--- config.mk ---
export PLATFORM = sky130hd
export DESIGN_NAME = vigna_lsu
export DESIGN_NICKNAME = d
export VERILOG_FILES = /design/src/rtl/vigna_pkg.sv /design/src/rtl/vigna_lsu_align.sv /design/src/rtl/vigna_lsu.sv
export SDC_FILE = /design/constraint.sdc
export NUM_CORES = 1
export LEC_CHECK = 0
export BUFFER_PORTS_ARGS = -buffer_cell sky130_fd_sc_hd__buf_2
export CORE_ASPECT_RATIO = 0.5
export CORE_MARGIN = 2
export CORE_UTILIZATION = 56
export CTS_BUF_LIST = sky130_fd_sc_hd__clkbuf_8 sky130_fd_sc_hd__clkbuf_16
export CTS_CLUSTER_SIZE = 25
export DETAILED_ROUTE_END_ITERATION = 10
export MAX_ROUTING_LAYER = met4
export PLACE_DENSITY = 0.81
export SLEW_MARGIN = 20
export SYNTH_ARGS = -nofsm -noshare
export SYNTH_HDL_FRONTEND = slang
export SYNTH_HIERARCHICAL = 1
export SYNTH_SLANG_ARGS = --single-unit
export TNS_END_PERCENT = 100
--- constraint.sdc ---
create_clock -name clk -period 2.9 [get_ports clk]
set_input_delay 0.58 -clock clk [delete_from_list [all_inputs] [get_ports clk]]
set_output_delay 0.58 -clock clk [all_outputs]
set_load 0.02 [all_outputs]
--- src/rtl/vigna_pkg.sv ---
// Shared constants and state encoding for the vigna load/store unit.
package vigna_pkg;

  localparam logic [1:0] SIZE_B = 2'd0;
  localparam logic [1:0] SIZE_H = 2'd1;
  localparam logic [1:0] SIZE_W = 2'd2;

  localparam int ERR_MISALIGN = 0;
  localparam int ERR_TIMEOUT  = 1;

  typedef enum logic [2:0] {
    IDLE,
    REQ0,
    GAP,
    REQ1,
    RESP
  } lsu_state_t;

endpackage

--- src/rtl/vigna_lsu_align.sv ---
// Byte-lane steering for stores and lane extraction / extension for loads.
module vigna_lsu_align
  import vigna_pkg::*;
(
  input  logic [1:0]  size,
  input  logic [1:0]  off,
  input  logic        is_signed,
  input  logic [31:0] wdata,
  input  logic [31:0] rdata0,
  input  logic [31:0] rdata1,
  output logic        misaligned,
  output logic [3:0]  strb0,
  output logic [3:0]  strb1,
  output logic [31:0] wdata0,
  output logic [31:0] wdata1,
  output logic [31:0] rdata_ext
);

  logic [3:0]  mask;
  logic [7:0]  mask_wide;
  logic [63:0] wdata_wide;
  logic [31:0] rdata_sel;

  always_comb begin
    mask = 4'b1111;
    case (size)
      SIZE_B:  mask = 4'b0001;
      SIZE_H:  mask = 4'b0011;
      default: mask = 4'b1111;
    endcase

    // Steering across an 8-byte window lets the upper half feed a second beat.
    mask_wide  = {4'b0000, mask} << off;
    wdata_wide = {32'h0, wdata} << {off, 3'b000};
    strb0      = mask_wide[3:0];
    strb1      = mask_wide[7:4];
    wdata0     = wdata_wide[31:0];
    wdata1     = wdata_wide[63:32];

    rdata_sel = 32'({rdata1, rdata0} >> {off, 3'b000});
    case (size)
      SIZE_B:  rdata_ext = {{24{is_signed & rdata_sel[7]}}, rdata_sel[7:0]};
      SIZE_H:  rdata_ext = {{16{is_signed & rdata_sel[15]}}, rdata_sel[15:0]};
      default: rdata_ext = rdata_sel;
    endcase

    misaligned = ((size == SIZE_H) && (off == 2'd3)) || (size[1] && (off != 2'd0));
  end

endmodule

--- src/rtl/vigna_lsu.sv ---
// Load/store unit: request handshake, one or two bus beats, optional bus timeout.
module vigna_lsu
  import vigna_pkg::*;
#(
  parameter int ADDR_WIDTH       = 32,
  parameter bit SPLIT_MISALIGNED = 1'b1,
  parameter int TIMEOUT          = 0
) (
  input  logic                  clk,
  input  logic                  resetn,
  input  logic                  req_valid,
  output logic                  req_ready,
  input  logic                  req_we,
  input  logic [1:0]            req_size,
  input  logic                  req_signed,
  input  logic [ADDR_WIDTH-1:0] req_addr,
  input  logic [31:0]           req_wdata,
  output logic                  rsp_valid,
  output logic [31:0]           rsp_rdata,
  output logic [1:0]            rsp_err,
  output logic                  d_valid,
  input  logic                  d_ready,
  output logic [ADDR_WIDTH-1:0] d_addr,
  input  logic [31:0]           d_rdata,
  output logic [31:0]           d_wdata,
  output logic [3:0]            d_wstrb
);

  localparam int TW = $clog2(TIMEOUT + 2);
  localparam logic [TW-1:0] TMO_LAST = TW'((TIMEOUT > 0) ? TIMEOUT - 1 : 0);

  lsu_state_t state_q, state_d;
  logic                  d_valid_q, d_valid_d;
  logic [ADDR_WIDTH-1:0] d_addr_q, d_addr_d;
  logic [31:0]           d_wdata_q, d_wdata_d;
  logic [3:0]            d_wstrb_q, d_wstrb_d;
  logic                  rsp_valid_q, rsp_valid_d;
  logic [31:0]           rsp_rdata_q, rsp_rdata_d;
  logic [1:0]            rsp_err_q, rsp_err_d;
  logic                  we_q, we_d;
  logic [1:0]            size_q, size_d;
  logic [1:0]            off_q, off_d;
  logic                  signed_q, signed_d;
  logic                  split_q, split_d;
  logic [31:0]           wdata_q, wdata_d;
  logic [31:0]           rdata0_q, rdata0_d;
  logic [TW-1:0]         tmo_cnt_q, tmo_cnt_d;

  logic        idle;
  logic [1:0]  al_size, al_off;
  logic        al_signed, al_misaligned;
  logic [31:0] al_wdata, al_rdata0;
  logic [3:0]  al_strb0, al_strb1;
  logic [31:0] al_wdata0, al_wdata1, al_rdata_ext;
  logic        beat_ack, tmo_hit;

  assign idle      = (state_q == IDLE);
  assign req_ready = idle;

  // While idle the aligner looks at the incoming request, afterwards at the latched one.
  assign al_size   = idle ? req_size : size_q;
  assign al_off    = idle ? req_addr[1:0] : off_q;
  assign al_signed = idle ? req_signed : signed_q;
  assign al_wdata  = idle ? req_wdata : wdata_q;
  assign al_rdata0 = (state_q == REQ0) ? d_rdata : rdata0_q;

  vigna_lsu_align u_align (
    .size       (al_size),
    .off        (al_off),
    .is_signed  (al_signed),
    .wdata      (al_wdata),
    .rdata0     (al_rdata0),
    .rdata1     (d_rdata),
    .misaligned (al_misaligned),
    .strb0      (al_strb0),
    .strb1      (al_strb1),
    .wdata0     (al_wdata0),
    .wdata1     (al_wdata1),
    .rdata_ext  (al_rdata_ext)
  );

  assign beat_ack = d_valid_q && d_ready;
  assign tmo_hit  = (TIMEOUT > 0) && d_valid_q && !d_ready && (tmo_cnt_q == TMO_LAST);

  always_comb begin
    state_d     = state_q;
    d_valid_d   = d_valid_q;
    d_addr_d    = d_addr_q;
    d_wdata_d   = d_wdata_q;
    d_wstrb_d   = d_wstrb_q;
    rsp_valid_d = 1'b0;
    rsp_rdata_d = rsp_rdata_q;
    rsp_err_d   = rsp_err_q;
    we_d        = we_q;
    size_d      = size_q;
    off_d       = off_q;
    signed_d    = signed_q;
    split_d     = split_q;
    wdata_d     = wdata_q;
    rdata0_d    = rdata0_q;
    tmo_cnt_d   = tmo_cnt_q;

    unique case (state_q)
      IDLE: begin
        if (req_valid) begin
          we_d     = req_we;
          size_d   = req_size;
          off_d    = req_addr[1:0];
          signed_d = req_signed;
          wdata_d  = req_wdata;
          split_d  = al_misaligned;
          if (al_misaligned && !SPLIT_MISALIGNED) begin
            state_d                = RESP;
            rsp_valid_d            = 1'b1;
            rsp_rdata_d            = 32'h0;
            rsp_err_d              = 2'b00;
            rsp_err_d[ERR_MISALIGN] = 1'b1;
          end else begin
            state_d   = REQ0;
            d_valid_d = 1'b1;
            d_addr_d  = {req_addr[ADDR_WIDTH-1:2], 2'b00};
            d_wstrb_d = req_we ? al_strb0 : 4'b0000;
            d_wdata_d = req_we ? al_wdata0 : 32'h0;
            tmo_cnt_d = '0;
          end
        end
      end
      REQ0, REQ1: begin
        if (beat_ack) begin
          d_valid_d = 1'b0;
          rdata0_d  = (state_q == REQ0) ? d_rdata : rdata0_q;
          if ((state_q == REQ0) && split_q) begin
            state_d = GAP;
          end else begin
            state_d     = RESP;
            rsp_valid_d = 1'b1;
            rsp_rdata_d = we_q ? 32'h0 : al_rdata_ext;
            rsp_err_d   = 2'b00;
          end
        end else if (tmo_hit) begin
          d_valid_d              = 1'b0;
          state_d                = RESP;
          rsp_valid_d            = 1'b1;
          rsp_rdata_d            = 32'h0;
          rsp_err_d              = 2'b00;
          rsp_err_d[ERR_TIMEOUT] = 1'b1;
        end else if ((TIMEOUT > 0) && d_valid_q) begin
          tmo_cnt_d = tmo_cnt_q + TW'(1);
        end
      end
      GAP: begin
        state_d   = REQ1;
        d_valid_d = 1'b1;
        d_addr_d  = d_addr_q + ADDR_WIDTH'(32'd4);
        d_wstrb_d = we_q ? al_strb1 : 4'b0000;
        d_wdata_d = we_q ? al_wdata1 : 32'h0;
        tmo_cnt_d = '0;
      end
      RESP: begin
        state_d = IDLE;
      end
      default: begin
        state_d = IDLE;
      end
    endcase
  end

  always_ff @(posedge clk) begin
    if (!resetn) begin
      state_q     <= IDLE;
      d_valid_q   <= 1'b0;
      d_addr_q    <= '0;
      d_wdata_q   <= 32'h0;
      d_wstrb_q   <= 4'b0000;
      rsp_valid_q <= 1'b0;
      rsp_rdata_q <= 32'h0;
      rsp_err_q   <= 2'b00;
      we_q        <= 1'b0;
      size_q      <= SIZE_B;
      off_q       <= 2'd0;
      signed_q    <= 1'b0;
      split_q     <= 1'b0;
      wdata_q     <= 32'h0;
      rdata0_q    <= 32'h0;
      tmo_cnt_q   <= '0;
    end else begin
      state_q     <= state_d;
      d_valid_q   <= d_valid_d;
      d_addr_q    <= d_addr_d;
      d_wdata_q   <= d_wdata_d;
      d_wstrb_q   <= d_wstrb_d;
      rsp_valid_q <= rsp_valid_d;
      rsp_rdata_q <= rsp_rdata_d;
      rsp_err_q   <= rsp_err_d;
      we_q        <= we_d;
      size_q      <= size_d;
      off_q       <= off_d;
      signed_q    <= signed_d;
      split_q     <= split_d;
      wdata_q     <= wdata_d;
      rdata0_q    <= rdata0_d;
      tmo_cnt_q   <= tmo_cnt_d;
    end
  end

  assign d_valid   = d_valid_q;
  assign d_addr    = d_addr_q;
  assign d_wdata   = d_wdata_q;
  assign d_wstrb   = d_wstrb_q;
  assign rsp_valid = rsp_valid_q;
  assign rsp_rdata = rsp_rdata_q;
  assign rsp_err   = rsp_err_q;

endmodule

Yosys cells after proc, flatten, opt, wreduce, memory -nomap -nowiden
Index checks and enable logic that the tools add are counted.
Word-level totals
  memory bits (writable): 0
  logic and storage cells: 72
  bits in registers: 176
  memories kept: 0
  bits in latches: 0
  ROM bits: 0
  input bits: 104
Cells by class
  reductions and logical operators: 18
  equal/unequal tests: 7
  add/sub/neg operators: 1
  $lt $le $gt $ge: 0
  multipliers: 0
  bitwise operators: 3
  mux-type cells: 26
  div/mod/pow operators: 0
  shifts and indexed selects: 3
Operators by type and width (number)
  $mux W32: 7
  $pmux W32 S2: 3
  $shl A32 B5 Y64: 1
  $shr A64 B5 Y32: 1
  $add A32 B3 Y32 const B: 1
  $pmux W4 S2: 2
  $mux W4: 3
  $mux W3: 3
  $pmux W3 S3: 1
  $reduce_and A3 Y1: 3
  $reduce_and A2 Y1: 4
  $shl A4 B2 Y8: 1
  $eq A3 B2 Y1 const B: 2
  $logic_and A1 B1 Y1: 4
  $mux W1: 4
  $mux W2: 2
  $ne A2 B2 Y1 const B: 2
  $reduce_bool A2 Y1: 2
  $eq A3 B1 Y1 const B: 1
  $logic_not A3 Y1: 1
  $pmux W1 S3: 1
  $reduce_bool A3 Y1: 1
  $and A1 B1 Y1: 2
  $eq A2 B1 Y1 const B: 1
  other kinds (5): 5

Longest topological paths before layout
  depth in word-level cells: 8
  depth in mapped cells: 12
  gate-level depth less buffers: 7

By module
The synthesis kept the hierarchy.
By module, submodules not included
  vigna_lsu: sequential area each 3483.3 um2, instances 1, cells each 919, area each 7891.3 um2
  vigna_lsu_align: sequential area each 0.0 um2, instances 1, cells each 242, area each 2053.2 um2

Worst setup path after synthesis
Ideal clock, no wire load.
  path kind: reg2reg
  from: register state_q[2]
  to: register d_wdata_q[4] (netlist: d_wdata[4])
  stages on the path, launching flop included: 12
  required time: 2.809 ns
  slack: 0.241 ns
  arrival time: 2.568 ns
  path buffers: 5
  path through: dfxtp_1 > buf_6 > nor3_1 > buf_2 > mux2_2 > buf_4 > buf_4 > buf_2 > nor2_1 > and2_1 > nand3_1 > a311oi_1
Between the ends
  cells in the longest elaborated chain, start to end: 6
  elaborated cells between the ends (all ways): 12
Ends and longest elaborated chain
  from (decl): RTL line vigna_lsu.sv:32  | lsu_state_t state_q, state_d;
  from (signal assigned): RTL line vigna_lsu.sv:187  | state_q <= state_d;
  $logic_not A3 Y1: RTL line vigna_lsu.sv:57  | assign idle = (state_q == IDLE);
  $mux W2: RTL line vigna_lsu.sv:62  | assign al_off = idle ? req_addr[1:0] : off_q;
  named net al_off[1]: RTL line vigna_lsu.sv:50  | logic [1:0] al_size, al_off;
  $shl A32 B5 Y64: RTL line vigna_lsu_align.sv:34  | wdata_wide = {32'h0, wdata} << {off, 3'b000};
  named net al_wdata0[4]: RTL line vigna_lsu.sv:54  | logic [31:0] al_wdata0, al_wdata1, al_rdata_ext;
  $mux W32: RTL line vigna_lsu.sv:123  | d_wdata_d = req_we ? al_wdata0 : 32'h0;
  $mux W32: RTL line vigna_lsu.sv:105  | if (req_valid) begin
  $pmux W32 S2: RTL line vigna_lsu.sv:103  | unique case (state_q)
  to (signal assigned): RTL line vigna_lsu.sv:190  | d_wdata_q <= d_wdata_d;
  to (decl): RTL line vigna_lsu.sv:35  | logic [31:0] d_wdata_q, d_wdata_d;
The timed path passes the listed nets, and every way through them passes these cells. The select of a mux whose other input is x is not followed.
A chain may end at the register's enable or synchronous reset.

Final worst setup path
  from: register state_q[0]
  to: register rsp_rdata_q[16] (netlist: rsp_rdata[16])
Between the ends
  elaborated cells between the ends (all ways): 18
RTL lines
  $eq A3 B1 Y1: RTL line vigna_lsu.sv:65  | assign al_rdata0 = (state_q == REQ0) ? d_rdata : rdata0_q;
  $mux W32
  named net al_rdata0[24]: RTL line vigna_lsu.sv:52  | logic [31:0] al_wdata, al_rdata0;
  $shr A64 B5 Y32: RTL line vigna_lsu_align.sv:40  | rdata_sel = 32'({rdata1, rdata0} >> {off, 3'b000});
  $pmux W32 S2: RTL line vigna_lsu_align.sv:41  | case (size)
  named net al_rdata_ext[16]: RTL line vigna_lsu.sv:54
  $mux W32: RTL line vigna_lsu.sv:137  | rsp_rdata_d = we_q ? 32'h0 : al_rdata_ext;
  to (signal assigned): RTL line vigna_lsu.sv:193  | rsp_rdata_q <= rsp_rdata_d;
  to (decl): RTL line vigna_lsu.sv:38  | logic [31:0] rsp_rdata_q, rsp_rdata_d;
The timed path passes the listed nets, and every way through them passes these cells.

==> metrics.cfg <==
[status]
status = finished clean

[cells_and_area]
area_growth_pct = 17.7
fin_area_mm2 = 0.0117
layout.cells.non_filler = 1549
nNetsFinal = 1407
fin_util = 0.673
layout-drive-gt1-share = 0.301

[logic_synthesis]
synth.ff_latch_count = 174
synth_top_family_by_area = compound AO/OA/AOI/OAI gates
synthMuxAreaShare = 0.194
synth_xor_area_frac = 0.00705
synthTopCellsByArea = dfxtp_1 (35%), mux2_2 (8.9%), mux4_2 (7.2%), nand2_1 (6.2%), a21oi_1 (5.3%)
yosysUniqueCellTypes = 60
netlist.top_cell.by_area = dfxtp_1
synth_compound_area_frac = 0.194
yosys.area_share.simple = 0.189
ys_warn_count = 6
netlist_area_mm2 = 0.00994
syn_avg_cell_area_um2 = 8.57
synth-main-ff-cell = dfxtp_1
yosysTopAreaCellShare = 0.350
synth_fa_ha_area_frac = 0.00126
yosysSeqAreaShare = 0.350
syn_inst = 1161
synth_async_sr_flop_share = 0
synth_edf_count = 0

[run]
drv_cap = 0

[die]
io_pins = 209
die-area_mm2 = 0.0189
rows = 34
die_x_um = 192
core_mm2 = 0.0174
die_h_um = 98.2
start_util = 0.572

[setup_path]
endpoint_kind = flop
cp_slowest_stage_delay_ns = 0.51
r2r-end = rsp_rdata[16]
cp_max_fo = 22
rr_worst_depth = 7
crit_type = reg2reg
rrSetupSlack_ns = 0.18
critPathTopFamily = multiplexers
crit_buf_inv = 1
timing.rr.start = state_q[0]
worstPathCellList = nor3b_4 -> buf_4 -> mux2_2 -> mux4_2 -> nand2_1 -> o21ai_0 -> a22o_1
critPathSlowestCell = mux4_2
cp-start-kind = flop
worstPathArrival_ns = 3.04
cp_data_required_time_ns = 3.22
path_depth = 7

[placed_design]
dp_cells = 1516
gp_congestion = 0.916
numPortBuffers = 204
postPlaceCellArea_mm2 = 0.0110
place_ws_ns = 0.0986
dp_hpwl_um = 20600

[hold_path]
hold_path_end = d_addr[18]
hold_class = in2reg
min_from = req_addr[18]
holdPathStages = 3

[grt]
grt_pass1_wl_um = 47500
grt_pass1_vias = 9101
antenna_found_initial = 1
grt_max_degree = 56
grt_overflow = 0
grtUsageTotal = 0.326

[timing]
fin_tns_setup_ns = 0
min_period_ns = 2.72
slew_violations = 0
worstMarginPinSlew_ns = 0.841
hold_viol_final = 0
fin_crit_sh = 0.939
finalSetupViolCount = 0
fin_skew_ns = 0.0105
layout_setup_ws_ns = 0.178
rsz0062_at_grt = false
clock.fmax_mhz = 367
slew_headroom = 0.435

[routing]
drt-initial-drc-count = 938
route.detailed.drc = 0
routed_wl_um = 30200
firstDrtPassIters = 7
postRouteAntennaNets = 0
viasPerCell = 6.33
vias = 9803
wl_per_cell_um = 19.5

[cts]
clk_pin_slew_worst_paths_ns = 0.07
cts_tree = built
cts_num_sinks = 174
cts_buffers = 17
cts_root_buffer = clkbuf_16
insertion_delay_ns = 0.43
clk_path_buf_depth = 2
cts-htree-levels = 4

[pwr]
power_leakage_uw = 0.00469
powerDensity_mw_per_mm2 = 561
peakVddDrop_mv = 0.447

==> layer usage <==
layer | vias up | part of all wire | wire, µm | GRT usage
met4 | 0 | 0.027 | 820 | 0.105
met5 | - | 0 | 0 | -
met3 | 66 | 0.085 | 2550 | 0.0467
met2 | 514 | 0.46 | 13900 | 0.506
met1 | 4713 | 0.43 | 12900 | 0.441
li1 | 4510 | - | - | -
==> worst max-delay path by stage <==
stage	slack, ns	start	end
after floorplan	0.24	state_q[2]	d_wdata[4]
after global placement	0.20	state_q[1]	rsp_rdata[24]
after detailed placement	0.1	state_q[1]	d_wdata[0]
after CTS	0.05	state_q[1]	d_wdata[2]
after global routing	0.06	state_q[1]	d_wdata[16]
final	0.18	state_q[0]	rsp_rdata[16]
==> area by class of cell <==
cell class | count | area, µm²
antenna | 1 | 2.50
clock buffer | 19 | 453
clock inverter | 12 | 194
fill | 1417 | 5690
inverter | 4 | 17.5
multi-input combinational | 867 | 5910
sequential | 174 | 3480
tap | 234 | 293
timing repair buffer | 238 | 1350
==> worst reg2reg max path: cells and delay by family, from the launching register on <==
kind | cells | cell delay, ns
buffers and inverters | 1 | 0.39
AND/OR/NAND/NOR | 2 | 0.52
multiplexers | 2 | 0.95
AO/OA/AOI/OAI | 2 | 0.31
flip-flops | 1 | 0.46
==> registers in the layout (all words and copies together), names as in the netlist <==
signal,cells
signed_q,1
d_wstrb,4
size_q,2
state_q,3
rsp_valid,1
d_addr,30
rdata0_q,32
off_q,2
rsp_rdata,32
wdata_q,32
d_wdata,32
d_valid,1
we_q,1
split_q,1
==> cells in the mapped netlist (4+ instances only) <==
library cell and instances:
dfxtp_1 174, nand2_1 165, a21oi_1 105, nand3_1 94
mux2_2 79, nor2_1 67, clkbuf_1 65, o21ai_0 59
a22o_1 41, a311oi_1 37, mux4_2 32, buf_2 29
mux2i_1 24, buf_4 21, and2_1 12, o21ai_1 12
a22oi_1 11, and3_1 11, nor2b_1 11, buf_1 9
nor4_1 9, nor3_1 8, o22ai_1 8, xnor2_1 8
nand4_1 6, o211ai_1 5, and4_1 4, inv_1 4
==> cell usage in the layout (no fill, tap or decap), types with 13 or more instances in the layout <==
| cell type | instances |
|---|---|
| buf_4 | 28 |
| dfxtp_1 | 174 |
| clkbuf_16 | 17 |
| a311oi_1 | 37 |
| mux4_2 | 32 |
| a21oi_1 | 105 |
| mux2i_1 | 24 |
| a22o_1 | 41 |
| o21ai_0 | 59 |
| nand2_1 | 164 |
| conb_1 | 13 |
| mux2_2 | 78 |
| nand3_1 | 94 |
| buf_2 | 204 |
| nor2_1 | 65 |
==> stage by stage <==
step | hold slack, ns | power [µW]
floorplan | 0.434 | 3610
global placement | 0.439 | 3990
detailed placement | 0.445 | 4020
CTS | 0.389 | 6540
global route | 0.403 | 6790
finish | 0.393 | 6570
==> cell families (layout without fill, tap and decap cells) <==
logic type                 count (synthesis)  count (layout)
AOI/OAI and AO/OA                        302             302
xor gates and xnor gates                   8               8
adders and majority gates                  1               1
buffers and inverters                    131             273
DFF                                      174             174
muxes                                    138             138
other                                      2              14
and+or+nand+nor                          405             405
==> timing repair <==
| action | CTS | global route |
|---|---|---|
| hold buffers | 0 | 0 |
| endpoints found under the setup margin | 0 | 25 |
| buffers inserted | 0 | 1 |
| gates resized for setup | 0 | 2 |
==> power by group <==
| group | switching [µW] | internal, µW | leakage [µW] |
|---|---|---|---|
| sequential | 95.7 | 2500 | 0.00142 |
| clock | 982 | 1570 | 0.000325 |
| combinational | 830 | 591 | 0.00294 |
| total | 1910 | 4660 | 0.00469 |
Power figures use the tool's default switching activity.
